**config.mk**
```make
export PLATFORM = sky130hd
export DESIGN_NAME = scl_pwr_seq_ctrl_flat
export DESIGN_NICKNAME = d
export VERILOG_FILES = /design/src/rtl/scl_pwr_seq_pkg.sv /design/src/rtl/scl_pwr_seq_ctrl_if.sv /design/src/rtl/scl_pwr_seq_timer.sv /design/src/rtl/scl_pwr_seq_ctrl.sv /design/src/flat_wrapper.sv
export SDC_FILE = /design/constraint.sdc
export NUM_CORES = 1
export LEC_CHECK = 0
export BUFFER_PORTS_ARGS = -buffer_cell sky130_fd_sc_hd__clkbuf_2
export CAP_MARGIN = 20
export CELL_PAD_IN_SITES_DETAIL_PLACEMENT = 0
export CELL_PAD_IN_SITES_GLOBAL_PLACEMENT = 2
export CORE_ASPECT_RATIO = 1.75
export CORE_MARGIN = 2
export CORE_UTILIZATION = 38
export CTS_BUF_LIST = sky130_fd_sc_hd__clkbuf_2 sky130_fd_sc_hd__clkbuf_4 sky130_fd_sc_hd__clkbuf_8
export CTS_CLUSTER_SIZE = 24
export DETAILED_ROUTE_END_ITERATION = 16
export PLACE_DENSITY_LB_ADDON = 0.1
export RECOVER_POWER = 25
export SKIP_LAST_GASP = 1
export SYNTH_ARGS = -nofsm -noshare
export SYNTH_HDL_FRONTEND = slang
export SYNTH_HIERARCHICAL = 1
export SYNTH_SLANG_ARGS = --single-unit
```
**constraint.sdc**
```tcl
create_clock -name clk -period 3.6 [get_ports clk]
set_clock_uncertainty 0.2 [all_clocks]
set_input_delay 0.54 -clock clk [delete_from_list [all_inputs] [get_ports clk]]
set_output_delay 0.54 -clock clk [all_outputs]
set_load 0.1 [all_outputs]
```
**src/rtl/scl_pwr_seq_pkg.sv**
```systemverilog
// Shared types and helpers for the power-domain sequencer.
// Optional isolation outputs are enabled by defining PWR_SEQ_ISO_EN.
package scl_pwr_seq_pkg;

    localparam int MAX_DOM = 8;
    localparam int IDX_W   = 3;

    typedef enum logic [2:0] {
        ST_OFF,
        ST_UP_DLY,
        ST_UP_PG,
        ST_ON,
        ST_DN_DLY,
        ST_FAULT
    } pwr_seq_state_e;

    function automatic logic [IDX_W-1:0] highest_set(input logic [MAX_DOM-1:0] v);
        logic [IDX_W-1:0] r;
        r = '0;
        for (int i = 0; i < MAX_DOM; i++) begin
            if (v[i]) r = IDX_W'(i);
        end
        return r;
    endfunction

    function automatic logic [IDX_W-1:0] lowest_clear(input logic [MAX_DOM-1:0] v);
        logic [IDX_W-1:0] r;
        r = '0;
        for (int i = MAX_DOM - 1; i >= 0; i--) begin
            if (!v[i]) r = IDX_W'(i);
        end
        return r;
    endfunction

endpackage

```
**src/rtl/scl_pwr_seq_ctrl_if.sv**
```systemverilog
// Control/status bundle between housekeeping (master) and the sequencer (slave).
// iso_o exists only when PWR_SEQ_ISO_EN is defined.
interface scl_pwr_seq_ctrl_if #(
    parameter int N_DOM = 3
);
    import scl_pwr_seq_pkg::*;

    // req_on/req_off are single-cycle pulses sampled on the rising clk edge; there is
    // no ready, requests that the current state ignores are simply dropped.
    logic             req_on;
    logic             req_off;
    logic [N_DOM-1:0] pg_i;
    logic [N_DOM-1:0] en_o;
`ifdef PWR_SEQ_ISO_EN
    logic [N_DOM-1:0] iso_o;
`endif
    logic             busy;
    logic             on_o;
    logic             fault;
    logic [2:0]       fault_idx;
    pwr_seq_state_e   state_o;

    modport master (
`ifdef PWR_SEQ_ISO_EN
        input  iso_o,
`endif
        output req_on, req_off, pg_i,
        input  en_o, busy, on_o, fault, fault_idx, state_o
    );

    modport slave (
`ifdef PWR_SEQ_ISO_EN
        output iso_o,
`endif
        input  req_on, req_off, pg_i,
        output en_o, busy, on_o, fault, fault_idx, state_o
    );

endinterface

```
**src/rtl/scl_pwr_seq_timer.sv**
```systemverilog
// Clear/enable saturating cycle counter with a terminal-count compare.
module scl_pwr_seq_timer #(
    parameter int W = 5
) (
    input  logic         clk,
    input  logic         resetn,
    input  logic         clr_i,
    input  logic         en_i,
    input  logic [W-1:0] tc_val_i,
    output logic         tc_o
);
    logic [W-1:0] cnt_q, cnt_d;

    always_comb begin
        cnt_d = cnt_q;
        if (clr_i) cnt_d = '0;
        else if (en_i && (cnt_q != {W{1'b1}})) cnt_d = cnt_q + 1'b1;
    end

    always_ff @(posedge clk or negedge resetn) begin
        if (!resetn) cnt_q <= '0;
        else         cnt_q <= cnt_d;
    end

    assign tc_o = (cnt_q == tc_val_i);

endmodule

```
**src/rtl/scl_pwr_seq_ctrl.sv**
```systemverilog
// Power-domain sequencer: ordered enable ramp-up/down gated by synchronized power-good.
// Define PWR_SEQ_ISO_EN to add per-domain isolation control.
module scl_pwr_seq_ctrl
    import scl_pwr_seq_pkg::*;
#(
    parameter int N_DOM    = 3,
    parameter int STEP_DLY = 4,
    parameter int PG_TMO   = 16
) (
    input logic               clk,
    input logic               resetn,
    scl_pwr_seq_ctrl_if.slave bus
);
    localparam int MAX_WAIT = (STEP_DLY > PG_TMO) ? STEP_DLY : PG_TMO;
    localparam int TMR_W    = $clog2(MAX_WAIT + 1);

    pwr_seq_state_e   state_q, state_d;
    logic [IDX_W-1:0] idx_q, idx_d, fault_idx_q, fault_idx_d, fault_src;
    logic [MAX_DOM-1:0] en_q, en_d, pg_s_pad;
    logic             fault_q, fault_d, go_fault, go_abort;
    logic [N_DOM-1:0] pg_meta_q, pg_s_q;
    logic             tmr_clr, tmr_en, tmr_tc;
    logic [TMR_W-1:0] tmr_tc_val;
`ifdef PWR_SEQ_ISO_EN
    logic [MAX_DOM-1:0] iso_q, iso_d;
`endif

    always_ff @(posedge clk or negedge resetn) begin
        if (!resetn) begin
            pg_meta_q <= '0;
            pg_s_q    <= '0;
        end else begin
            pg_meta_q <= bus.pg_i;
            pg_s_q    <= pg_meta_q;
        end
    end

    // Nonexistent domains read as good so the reduction/priority helpers ignore them
    always_comb begin
        pg_s_pad              = '1;
        pg_s_pad[N_DOM-1:0]   = pg_s_q;
    end

    scl_pwr_seq_timer #(.W(TMR_W)) u_timer (
        .clk      (clk),
        .resetn   (resetn),
        .clr_i    (tmr_clr),
        .en_i     (tmr_en),
        .tc_val_i (tmr_tc_val),
        .tc_o     (tmr_tc)
    );

    always_comb begin
        state_d     = state_q;
        idx_d       = idx_q;
        en_d        = en_q;
        fault_d     = fault_q;
        fault_idx_d = fault_idx_q;
        tmr_clr     = 1'b0;
        tmr_en      = 1'b1;
        tmr_tc_val  = TMR_W'(STEP_DLY);
        go_fault    = 1'b0;
        go_abort    = 1'b0;
        fault_src   = '0;
`ifdef PWR_SEQ_ISO_EN
        iso_d       = iso_q;
`endif
        unique case (state_q)
            // Timer rests at zero in OFF/ON so the request cycle is the first settle cycle
            ST_OFF: begin
                tmr_clr = 1'b1;
                if (bus.req_on && !bus.req_off) begin
                    tmr_clr = 1'b0;
                    idx_d   = '0;
                    state_d = ST_UP_DLY;
                end
            end
            ST_UP_DLY: begin
                if (bus.req_off) go_abort = 1'b1;
                else if (tmr_tc) begin
                    en_d[idx_q] = 1'b1;
                    tmr_clr     = 1'b1;
                    state_d     = ST_UP_PG;
                end
            end
            ST_UP_PG: begin
                tmr_tc_val = TMR_W'(PG_TMO - 1);
                if (bus.req_off) go_abort = 1'b1;
                else if (pg_s_pad[idx_q]) begin
`ifdef PWR_SEQ_ISO_EN
                    if (iso_q[idx_q]) iso_d[idx_q] = 1'b0;
                    else
`endif
                    begin
                        tmr_clr = 1'b1;
                        if (idx_q == IDX_W'(N_DOM - 1)) state_d = ST_ON;
                        else begin
                            idx_d   = idx_q + 1'b1;
                            state_d = ST_UP_DLY;
                        end
                    end
                end else if (tmr_tc) begin
                    go_fault  = 1'b1;
                    fault_src = idx_q;
                end
            end
            ST_ON: begin
                tmr_clr = 1'b1;
                if (!(&pg_s_pad)) begin
                    go_fault  = 1'b1;
                    fault_src = lowest_clear(pg_s_pad);
                end else if (bus.req_off) begin
                    tmr_clr = 1'b0;
                    idx_d   = IDX_W'(N_DOM - 1);
                    state_d = ST_DN_DLY;
                end
            end
            ST_DN_DLY: begin
                if (tmr_tc) begin
`ifdef PWR_SEQ_ISO_EN
                    if (!iso_q[idx_q]) begin
                        iso_d[idx_q] = 1'b1;
                        tmr_en       = 1'b0;
                    end else
`endif
                    begin
                        en_d[idx_q] = 1'b0;
                        tmr_clr     = 1'b1;
                        if (idx_q == '0) state_d = ST_OFF;
                        else             idx_d   = idx_q - 1'b1;
                    end
                end
            end
            ST_FAULT: begin
                tmr_clr = 1'b1;
                if (bus.req_off) begin
                    fault_d = 1'b0;
                    state_d = ST_OFF;
                end
            end
            default: state_d = ST_OFF;
        endcase

        if (go_abort) begin
            tmr_clr = 1'b1;
            idx_d   = (|en_q) ? highest_set(en_q) : '0;
            state_d = (|en_q) ? ST_DN_DLY : ST_OFF;
        end
        if (go_fault) begin
            en_d        = '0;
            fault_d     = 1'b1;
            fault_idx_d = fault_src;
            tmr_clr     = 1'b1;
            state_d     = ST_FAULT;
`ifdef PWR_SEQ_ISO_EN
            iso_d       = '1;
`endif
        end
    end

    always_ff @(posedge clk or negedge resetn) begin
        if (!resetn) begin
            state_q     <= ST_OFF;
            idx_q       <= '0;
            en_q        <= '0;
            fault_q     <= 1'b0;
            fault_idx_q <= '0;
`ifdef PWR_SEQ_ISO_EN
            iso_q       <= '1;
`endif
        end else begin
            state_q     <= state_d;
            idx_q       <= idx_d;
            en_q        <= en_d;
            fault_q     <= fault_d;
            fault_idx_q <= fault_idx_d;
`ifdef PWR_SEQ_ISO_EN
            iso_q       <= iso_d;
`endif
        end
    end

    assign bus.en_o      = en_q[N_DOM-1:0];
    assign bus.busy      = (state_q == ST_UP_DLY) || (state_q == ST_UP_PG) || (state_q == ST_DN_DLY);
    assign bus.on_o      = (state_q == ST_ON);
    assign bus.fault     = fault_q;
    assign bus.fault_idx = fault_idx_q;
    assign bus.state_o   = state_q;
`ifdef PWR_SEQ_ISO_EN
    assign bus.iso_o     = iso_q[N_DOM-1:0];
`endif

endmodule

```
**src/flat_wrapper.sv**
```systemverilog
// flat-port wrapper written by rule: the top's interface ports become plain ports
module scl_pwr_seq_ctrl_flat import scl_pwr_seq_pkg::*;
#(
    parameter int N_DOM    = 3,
    parameter int STEP_DLY = 4,
    parameter int PG_TMO   = 16
)
  (clk, resetn, bus_req_on, bus_req_off, bus_pg_i, bus_en_o, bus_busy, bus_on_o, bus_fault, bus_fault_idx, bus_state_o);
  scl_pwr_seq_ctrl_if #(.N_DOM(N_DOM)) bus_i ();
  input logic clk;
  input logic resetn;
  input wire logic [$bits(bus_i.req_on)-1:0] bus_req_on;
  input wire logic [$bits(bus_i.req_off)-1:0] bus_req_off;
  input wire logic [$bits(bus_i.pg_i)-1:0] bus_pg_i;
  output wire logic [$bits(bus_i.en_o)-1:0] bus_en_o;
  output wire logic [$bits(bus_i.busy)-1:0] bus_busy;
  output wire logic [$bits(bus_i.on_o)-1:0] bus_on_o;
  output wire logic [$bits(bus_i.fault)-1:0] bus_fault;
  output wire logic [$bits(bus_i.fault_idx)-1:0] bus_fault_idx;
  output wire logic [$bits(bus_i.state_o)-1:0] bus_state_o;
  assign bus_i.req_on = bus_req_on;
  assign bus_i.req_off = bus_req_off;
  assign bus_i.pg_i = bus_pg_i;
  assign bus_en_o = bus_i.en_o;
  assign bus_busy = bus_i.busy;
  assign bus_on_o = bus_i.on_o;
  assign bus_fault = bus_i.fault;
  assign bus_fault_idx = bus_i.fault_idx;
  assign bus_state_o = bus_i.state_o;
  scl_pwr_seq_ctrl #(.N_DOM(N_DOM), .STEP_DLY(STEP_DLY), .PG_TMO(PG_TMO)) u_core (.clk(clk), .resetn(resetn), .bus(bus_i));
endmodule
```
==> results.md, run 1 <==
* Status: finished, violations left
* Violated checks: capacitance limit, slew limit
* Cts bufs inserted at 5
* NetSw at 1070 uW
* Ant. Diodes at 0
* IO Pins at 19
* Design Power at 1910 uW
* Rows at 33
* Pin count of the biggest net entering global routing at 30
* Hold Crit Depth at 0
* Critical Path RT at 3.53 ns
* Hold endpoint: u_core/pg_s_q[1]$_DFF_PN0_
* CP max-delay cell: or4_4
* RSZ-0062 raised after global routing: no
* Final worst path period share at 81.4%
* Layout cells sized above 1 at 21.9%
* GP Congestion at 0.835
* Internal cell power at 840 uW
* EDFF count, synth at 0
* R2R cell count at 10
* Post-route ant nets at 0
* Bufs on Longest Clock Path at 2
* Setup_tns at 0 ns
* Post-synth cell types at 59
* Seq cells post-synth at 29
* Inst Count DP at 263
* Cts-stage hold buffer count at 0
* Clk slew on worst S/H paths at 0.07 ns
* Reg2reg start: u_core/bus.state_o[2]$_DFFE_PN0P_
* Pre-CTS WS at 0.706 ns
* Area of the multi-input gates at 1030 um2
* Crit path kind: flop to flop
* Worst rel slew slack at -3.74%
* Die width at 56.9 um
* CTS tree: yes
* Reg2reg end: u_core/en_q[4]$_DFFE_PN0P_
* Remaining global-route overflow at 0
* Critical-path maximum fanout at 8
* VDD IR-drop max at 0.664 mV
* Area growth, synth to finish at 10.6%
* First-pass GRT wire length at 7660 um
* Worst Tran Pin Value at 1.56 ns
* DIE HEIGHT at 96.5 um
* Starting Density at 39.5%
* Flop pwr share at 27.0%
* Hold Fails Final Rpt at 0
* Hold Crit Start: u_core/pg_meta_q[1]$_DFF_PN0_
* Max-Cap Viols at 1
* Critical path buffers and inverters at 1
* Core Footprint at 4710 um2
* Post-synthesis sequential area ratio at 39.1%
* Final cell count without fillers at 271
* Number of global-route vias before repair at 1580
* Die area at 5490 um2
* Minimum clock period at 2.93 ns
* Layout Nets at 228
* Setup crit start kind: flop
* Post-Route WL at 4650 um
* Final setup fails at 0
* Worst-skew pair later-pin latency at 0.27 ns
* Most frequent cells in the layout: 29 x dfrtp_1, 18 x nor2_1, 17 x clkbuf_2
* FMAX at 341 MHz
* Setup bufs post-CTS at 0
* Worst path max stage delay at 0.47 ns
* Iteration-0 DRC count of the detailed router at 45
* Crit path DAT at 2.87 ns
* Seq. cell area at 726 um2
* Root Buffer: clkbuf_8
* Drt drc at 0
* Initial antenna violation count at 0
* Depth of the CTS H-tree at 2
* Combinational group share of total power at 59.2%
* Hpwl dp at 3550 um
* Fill count at 496
* Vias per cell at 5.72
* Drt first pass iters at 4
* Pwr per Cell Area at 930 nW/um2
* Synth Warn # at 6
* Cells after Synth at 199
* Worst hold margin at 0.149 ns
* Delay-heaviest family, CP: simple AND/OR/NAND/NOR gates
* # clock sinks at 29
* P_leak at 0.000881 uW
* Sw Share at 56.1%
* Primary FF master, synth: dfrtp_1
* Final Max Slew Viols at 30
* Part of the power in the clock network at 13.9%
* Crit-path cells: nand2b_4, nor2_1, xnor2_1, nand3_1, nor3_1, nand2b_1, or4_4, o21ai_4, buf_4, o32ai_1
* Commonest non-fill, non-tap cell in the layout: dfrtp_1
* Post-CTS Resized at 0
* R2r setup slk at 0.67 ns
* Syn Area/Cell at 9.34 um2
* Worst min-delay path class: flop to flop
* Setup crit end kind: flop
* Worst setup margin at 0.669 ns
* Port-buffer cells at 18
* GRT Total Usage at 18.3%
* Vias at 1550
* Drt wl/cell at 17.1 um
* Cell area after synthesis at 1860 um2
* Asr flop ratio synth at 100%
==> worst register-to-register path, cell delays in order (launching register included) <==
cell      delay [ns]
dfrtp_1         0.38
nand2b_4        0.17
nor2_1          0.36
xnor2_1         0.18
nand3_1         0.09
nor3_1          0.27
nand2b_1        0.15
or4_4           0.47
o21ai_4         0.23
buf_4           0.21
o32ai_1         0.09
==> worst max path at each step <==
stage                                                    to  depth (start not counted)  slack (ns)                         startpoint
after floorplan           u_core/bus.state_o[1]$_DFFE_PN0P_                         11       0.004  u_core/bus.state_o[2]$_DFFE_PN0P_
after global placement          u_core/idx_q[1]$_DFFE_PN0P_                         10        0.80  u_core/bus.state_o[2]$_DFFE_PN0P_
after detailed placement         u_core/en_q[4]$_DFFE_PN0P_                         10        0.71  u_core/bus.state_o[2]$_DFFE_PN0P_
after CTS                        u_core/en_q[4]$_DFFE_PN0P_                         10        0.68  u_core/bus.state_o[2]$_DFFE_PN0P_
after global routing      u_core/bus.state_o[1]$_DFFE_PN0P_                         11        0.42  u_core/bus.state_o[2]$_DFFE_PN0P_
final                            u_core/en_q[4]$_DFFE_PN0P_                         10        0.67  u_core/bus.state_o[2]$_DFFE_PN0P_
==> stage by stage <==
| stage | utilization [%] | instance area (um2) |
|---|---|---|
| floorplan | - | 1870 |
| global placement | 41.8 | 1970 |
| detailed placement | 41.8 | 1970 |
| CTS | 43.7 | 2060 |
| global route | 43.7 | 2060 |
| finish | 43.7 | 2060 |
==> metal layers <==
| layer | routed length [um] | part of all wire (%) | track usage (%) |
|---|---|---|---|
| met5 | 0 | 0 | 0 |
| met4 | 179 | 3.9 | 9.69 |
| met3 | 113 | 2.4 | 2.93 |
| met2 | 2480 | 53 | 32.8 |
| met1 | 1870 | 40 | 20.6 |
==> synth_stat cells, drive strengths merged, types with 2 or more instances <==
cell type / number / area (um2)
a22oi: 5 / 37.5
o31ai: 4 / 30.0
nand3: 5 / 25.0
conb: 2 / 7.51
nand2: 15 / 58.8
nor2: 20 / 80.1
xnor2: 5 / 43.8
a211oi: 3 / 22.5
o22ai: 7 / 50.1
or3: 2 / 17.5
mux2: 4 / 45.0
nor3: 6 / 40.0
mux2i: 2 / 20.0
inv: 5 / 18.8
xor2: 4 / 35.0
buf: 12 / 88.8
or3b: 2 / 17.5
nand2b: 9 / 71.3
nand3b: 2 / 15.0
a21oi: 15 / 86.3
clkbuf: 2 / 7.51
or4: 2 / 18.8
nor3b: 2 / 15.0
dfrtp: 29 / 726
ha: 2 / 25.0
o211ai: 2 / 15.0
o21ai: 13 / 76.3
==> power by group through the flow <==
| stage | clock, uW | sequential [uW] | combinational [uW] |
|---|---|---|---|
| floorplan | 0 | 671 | 772 |
| global placement | 0 | 522 | 1130 |
| detailed placement | 0 | 523 | 1130 |
| CTS | 273 | 515 | 1130 |
| global route | 290 | 533 | 1200 |
| finish | 265 | 516 | 1130 |
==> state kept, by name (all words and copies together) (netlist names) <==
signal / flops
u_core/en_q: 8
u_core/u_timer/cnt_q: 5
u_core/bus.fault_idx: 3
u_core/bus.state_o: 3
u_core/idx_q: 3
u_core/pg_meta_q: 3
u_core/pg_s_q: 3
u_core/bus.fault: 1
==> final cells by class <==
type	instances	area share (%)
Multi-Input combinational cell	154	50.0
Sequential cell	29	35.3
Timing Repair Buffer	23	6.15
Clock buffer	5	3.35
Tap cell	52	3.16
Clock inverter	3	1.10
Inverter	5	0.913
==> cell families (layout without fill, tap and decap cells) <==
logic type	after synthesis	after routing	synth area share, %
simple gates	73	73	22.6
compound gates	58	58	21.6
flops	29	29	39.1
buf+inv	19	36	6.19
xor+xnor	9	9	4.24
mux	6	6	3.50
fa+ha+maj	3	3	2.42
other cells	2	5	0.404
Note: power is estimated with default switching activity, not from simulation.
==> run 2, diff against run 1 <==
==> constraint.sdc (replaced) <==
create_clock -name clk -period 2.95 [get_ports clk]
set_clock_uncertainty 0.2 [all_clocks]
set_input_delay 0.4425 -clock clk [delete_from_list [all_inputs] [get_ports clk]]
set_output_delay 0.4425 -clock clk [all_outputs]
set_load 0.1 [all_outputs]
==> run 2 against run 1 <==
Net effect: design area is 4.3% higher; sequential share of layout area decreased by 1.2 points; the flow still finishes with violations (capacitance limit, slew limit); global-route usage increased by 0.98 points; highest routed layer unchanged; critical path depth decreased by 1; routed wire length grew 3.1%; first-iteration DRC count is 29% higher; cell count increased by 1.1%; count of clock-buffer cells in the layout is the same; sequential power increased by 23%.
==> results.md, run 2 (same netlist as run 1, synthesis figures left out) <==
* Status: finished, violations left
* Violated checks: capacitance limit, slew limit
* Most frequent cells in the layout: 26 x dfrtp_1, 17 x clkbuf_2, 17 x nor2_1
* Pin count of the biggest net entering global routing at 30
* Utilization after layout at 45.5%
* Core Footprint at 4710 um2
* First-pass GRT wire length at 7980 um
* Final Max Slew Viols at 30
* Worst path max stage delay at 0.47 ns
* Design Power at 2480 uW
* Die area at 5490 um2
* RSZ-0062 raised after global routing: yes
* Hold Fails Final Rpt at 0
* Layout cells sized above 1 at 25.7%
* Placed Area at 1990 um2
* Area growth, synth to finish at 15.4%
* GP Congestion at 0.954
* Rows at 33
* IO Pins at 19
* Critical-path maximum fanout at 7
* Setup crit end kind: flop
* Inst Count DP at 263
* Critical path buffers and inverters at 1
* GRT Total Usage at 19.2%
* Crit-path cells: nand2b_4, nor2_4, xor2_1, nor3_4, buf_4, a2111oi_2, a211oi_1, o22ai_2, mux2_2
* Final setup fails at 0
* Largest register FFs at 8
* Crit path kind: flop to flop
* Cts-stage hold buffer count at 0
* Port-buffer cells at 18
* Remaining global-route overflow at 0
* Setup_tns at 0 ns
* Number of global-route vias before repair at 1614
* Starting Density at 39.5%
* Root Buffer: clkbuf_8
* Layout Nets at 231
* Final cell count without fillers at 274
* Iteration-0 DRC count of the detailed router at 58
* Drt first pass iters at 4
* Depth of the CTS H-tree at 2
* Die width at 56.9 um
* Crit path DAT at 2.85 ns
* Critical Path RT at 2.92 ns
* FMAX at 347 MHz
* Worst Tran Pin Value at 1.54 ns
* Worst rel slew slack at -2.47%
* Minimum clock period at 2.88 ns
* R2R cell count at 9
* Drt wl/cell at 17.5 um
* WP depth at 9
* CTS tree: yes
* Commonest non-fill, non-tap cell in the layout: dfrtp_1
* Final worst path period share at 97.6%
* Hold Crit Depth at 1
* Initial antenna violation count at 0
* Post-Route WL at 4790 um
* Pwr per Cell Area at 1160 nW/um2
* Ant. Diodes at 0
* Worst-skew pair later-pin latency at 0.28 ns
* Post-route ant nets at 0
* Bufs on Longest Clock Path at 2
* DIE HEIGHT at 96.5 um
* Setup crit start kind: flop
* Fin area at 2140 um2
* P_leak at 0.000917 uW
* # clock sinks at 29
* Hpwl dp at 3630 um
* Largest register by flop count: u_core/en_q
* Vias per cell at 5.76
* Vias at 1577
* Max-Cap Viols at 1
* Drt drc at 0
* Delay-heaviest family, CP: compound AO/OA/AOI/OAI gates
* Cts bufs inserted at 5
* Largest regs: u_core/en_q (8), u_core/u_timer/cnt_q (5)
* CP max-delay cell: dfrtp_4
* VDD IR-drop max at 0.832 mV
* Worst min-delay path class: primary input to flop
* Clk slew on worst S/H paths at 0.07 ns
[run 2: cell types whose count changed in the layout (fill, tap and decap cells not counted), sizes merged]
cell      before  now
bufinv         0    1
clkinv         0    1
buf            5    8
clkinvlp       3    1
[run 2: per-stage QoR]
stage / worst slack [ns] / hold slack, ns
finish: 0.0711 / 0.0618
global route: -0.00529 / 0.0425
CTS: 0.0604 / 0.0353
detailed placement: 0.0830 / 0.143
global placement: 0.184 / 0.136
floorplan: 0.0104 / -0.0531
[run 2: worst paths after layout]
kind	slack (ns)	end	from
max	0.07	u_core/idx_q[1]$_DFFE_PN0P_	u_core/bus.state_o[2]$_DFFE_PN0P_
min	0.06	u_core/pg_meta_q[0]$_DFF_PN0_	bus_pg_i[0]
max reg2reg	0.07	u_core/idx_q[1]$_DFFE_PN0P_	u_core/bus.state_o[2]$_DFFE_PN0P_
min reg2reg	0.15	u_core/pg_s_q[2]$_DFF_PN0_	u_core/pg_meta_q[2]$_DFF_PN0_
max in group asynchronous	1.15	u_core/bus.state_o[2]$_DFFE_PN0P_	resetn
min in group asynchronous	0.32	u_core/bus.fault$_DFFE_PN0P_	resetn
[run 2: power by group]
group / switching, uW / leakage (uW) / total (uW) / internal (uW)
Sequential: 147 / 0.000374 / 636 / 489
Combinational: 1020 / 0.000488 / 1420 / 400
Clock: 169 / 0.0000543 / 421 / 253
Total: 1340 / 0.000917 / 2480 / 1140
[run 2: final cells by class]
cell class	instances	area [um2]
clock buffers	5	68.8
clock inverters	3	46.3
fillers	491	2560
inverters	5	18.8
multi-input cells	154	1050
flip-flops and latches	29	732
well taps	52	65.1
repair buffers	26	161
[run 2: metal layers]
layer  global-route usage [%]  vias to the layer above  part of all wire (%)
li1                         -                      753                     -
met1                     20.6                      774                    39
met2                     34.7                       40                    54
met3                     3.20                       10                   3.3
met4                     12.2                        0                   3.8
met5                        0                        -                     0
[run 2: timing repair]
item / 4_1_cts / 5_1_grt
endpoints found under the setup margin: 0 / 14
resized for setup: 0 / 0
hold endpoints to repair: 0 / 0
buffers inserted: 0 / 3
==> run 3, diff against run 2 <==
--- a/config.mk
+++ b/config.mk
@@ -5,7 +5,7 @@
 export SDC_FILE = /design/constraint.sdc
 export NUM_CORES = 1
 export LEC_CHECK = 0
-export BUFFER_PORTS_ARGS = -buffer_cell sky130_fd_sc_hd__clkbuf_2
+export BUFFER_PORTS_ARGS = -buffer_cell sky130_fd_sc_hd__buf_2
 export CAP_MARGIN = 20
 export CELL_PAD_IN_SITES_DETAIL_PLACEMENT = 0
 export CELL_PAD_IN_SITES_GLOBAL_PLACEMENT = 2
==> run 3 against run 2 <==
Net effect: the run still ends with capacitance limit, slew limit left; count of clock-buffer cells in the layout increased by 2; maximum frequency decreased by 1.1%; die area unchanged; largest cell class unchanged; sequential share of layout area decreased by 1.0 points; hold slack improved by 0.0018 ns; combinational power increased by 6%; first-iteration DRC count increased by 12%; cell count increased by 1.8%.
==> results.md, run 3 (same netlist as run 1, synthesis figures left out) <==
* Post-Route WL at 4910 um
* Layout Nets at 236
* Post-route ant nets at 0
* P_leak at 0.000956 uW
* Setup crit start kind: flop
* Pre-CTS WS at 0.0443 ns
* # clock sinks at 29
* Most frequent cells in the layout: 26 x dfrtp_1, 17 x buf_2, 17 x nor2_1
* Port-buffer cells at 18
* Starting Density at 39.5%
* Critical path buffers and inverters at 1
* Worst Tran Pin Value at 1.59 ns
* CTS tree: yes
* Drt drc at 0
* Delay-heaviest family, CP: compound AO/OA/AOI/OAI gates
* Area growth, synth to finish at 19.0%
* Worst hold margin at 0.0636 ns
* GP Congestion at 0.926
* VDD IR-drop max at 0.864 mV
* Violated checks: capacitance limit, slew limit
* Die width at 56.9 um
* Worst path max stage delay at 0.47 ns
* Ant. Diodes at 0
* Status: finished, violations left
* Drt first pass iters at 4
* Cts bufs inserted at 5
* Hold endpoint: u_core/pg_meta_q[0]$_DFF_PN0_
* Remaining global-route overflow at 0
* Max-Cap Viols at 1
* Layout cells sized above 1 at 29.1%
* Core Footprint at 4710 um2
* Reg2reg start: u_core/bus.state_o[2]$_DFFE_PN0P_
* Largest register FFs at 8
* Final worst path period share at 98.6%
* Rows at 33
* Commonest non-fill, non-tap cell in the layout: dfrtp_1
* Fill count at 478
* Crit path DAT at 2.88 ns
* Vias per cell at 5.83
* Largest register by flop count: u_core/en_q
* IO Pins at 19
* Placed Area at 1990 um2
* FMAX at 344 MHz
* GRT Total Usage at 19.5%
* Crit-path cells: nand2b_4, nor2_4, xor2_1, nor3_4, buf_4, a2111oi_2, a211oi_1, o22ai_2, mux2_2
* Critical-path maximum fanout at 5
* Depth of the CTS H-tree at 2
* DIE HEIGHT at 96.5 um
* Worst-skew pair later-pin latency at 0.28 ns
* Reg2reg end: u_core/idx_q[1]$_DFFE_PN0P_
* Hold Crit Depth at 1
* Number of global-route vias before repair at 1571
* Minimum clock period at 2.91 ns
* R2r setup slk at 0.04 ns
* Worst rel slew slack at -6.17%
* Pin count of the biggest net entering global routing at 30
* Hold Crit Start: bus_pg_i[0]
* Hold Fails Final Rpt at 0
* Crit path kind: flop to flop
* Design Power at 2570 uW
* First-pass GRT wire length at 8010 um
* CP max-delay cell: dfrtp_4
* Hpwl dp at 3640 um
* Drt wl/cell at 17.6 um
* Initial antenna violation count at 0
* Clk slew on worst S/H paths at 0.06 ns
* Vias at 1627
* Bufs on Longest Clock Path at 2
* RSZ-0062 raised after global routing: yes
* Root Buffer: clkbuf_8
* Die area at 5490 um2
* Final Max Slew Viols at 30
* Fin area at 2210 um2
* Critical Path RT at 2.92 ns
* Largest regs: u_core/en_q (8), u_core/u_timer/cnt_q (5)
* Pwr per Cell Area at 1160 nW/um2
* Worst setup margin at 0.0404 ns
* R2R cell count at 9
* Iteration-0 DRC count of the detailed router at 65
* Worst min-delay path class: primary input to flop
* Final setup fails at 0
* Setup crit end kind: flop
-- run 3: changes by cell type in the layout (fill, tap and decap cells not counted), moves of 2 or more --
cell and change:
xnor2_1 -2, clkbuf_2 -17, buf_4 +5, xnor2_2 +2
buf_2 +17
-- run 3: per-stage QoR --
stage	setup TNS [ns]	instances	util (%)
floorplan	0	202	-
global placement	0	263	42.4
detailed placement	0	263	42.4
CTS	0	271	44.9
global route	-0.605	279	47.0
finish	0	279	47.0
-- run 3: area by class of cell --
cell class | instances | area (um2) | share of cell area (%)
Inverter | 5 | 18.8 | 0.849
Clock buffer | 7 | 90.1 | 4.07
Tap cell | 52 | 65.1 | 2.94
Clock inverter | 1 | 30.0 | 1.36
Multi-Input combinational cell | 154 | 1080 | 49.1
Timing Repair Buffer | 31 | 190 | 8.60
Sequential cell | 29 | 732 | 33.1
-- run 3: worst max path at each step --
stage,startpoint,endpoint,slack (ns),cells past startpoint
5_1_grt,u_core/bus.state_o[2]$_DFFE_PN0P_,u_core/en_q[4]$_DFFE_PN0P_,-0.08,10
4_1_cts,u_core/bus.state_o[2]$_DFFE_PN0P_,u_core/u_timer/cnt_q[4]$_DFFE_PN0P_,0.02,10
3_5_place_dp,u_core/bus.state_o[2]$_DFFE_PN0P_,u_core/u_timer/cnt_q[4]$_DFFE_PN0P_,0.04,10
3_3_place_gp,u_core/bus.state_o[2]$_DFFE_PN0P_,u_core/u_timer/cnt_q[2]$_DFFE_PN0P_,0.17,10
6_report,u_core/bus.state_o[2]$_DFFE_PN0P_,u_core/idx_q[1]$_DFFE_PN0P_,0.04,9
2_1_floorplan,u_core/bus.state_o[2]$_DFFE_PN0P_,u_core/bus.state_o[1]$_DFFE_PN0P_,0.01,11
-- run 3: timing repair --
action	4_1_cts	5_1_grt
hold buffers	0	0
endpoints found under the setup margin	0	15
resized for setup	0	6
setup buffers	0	8
-- run 3: per-layer routing --
layer  up-vias  global-route usage, %  share of wire [%]
met5         -                      0                  0
met4         0                   11.6                4.8
li1        767                      -                  -
met1       796                   20.4                 38
met2        46                   36.3                 54
met3        18                   3.06                3.7
-- run 3: where the power goes --
part	switching [uW]	internal, uW	leakage [uW]
combinational	1050	451	0.000520
sequential	147	490	0.000374
clock	154	284	0.0000619
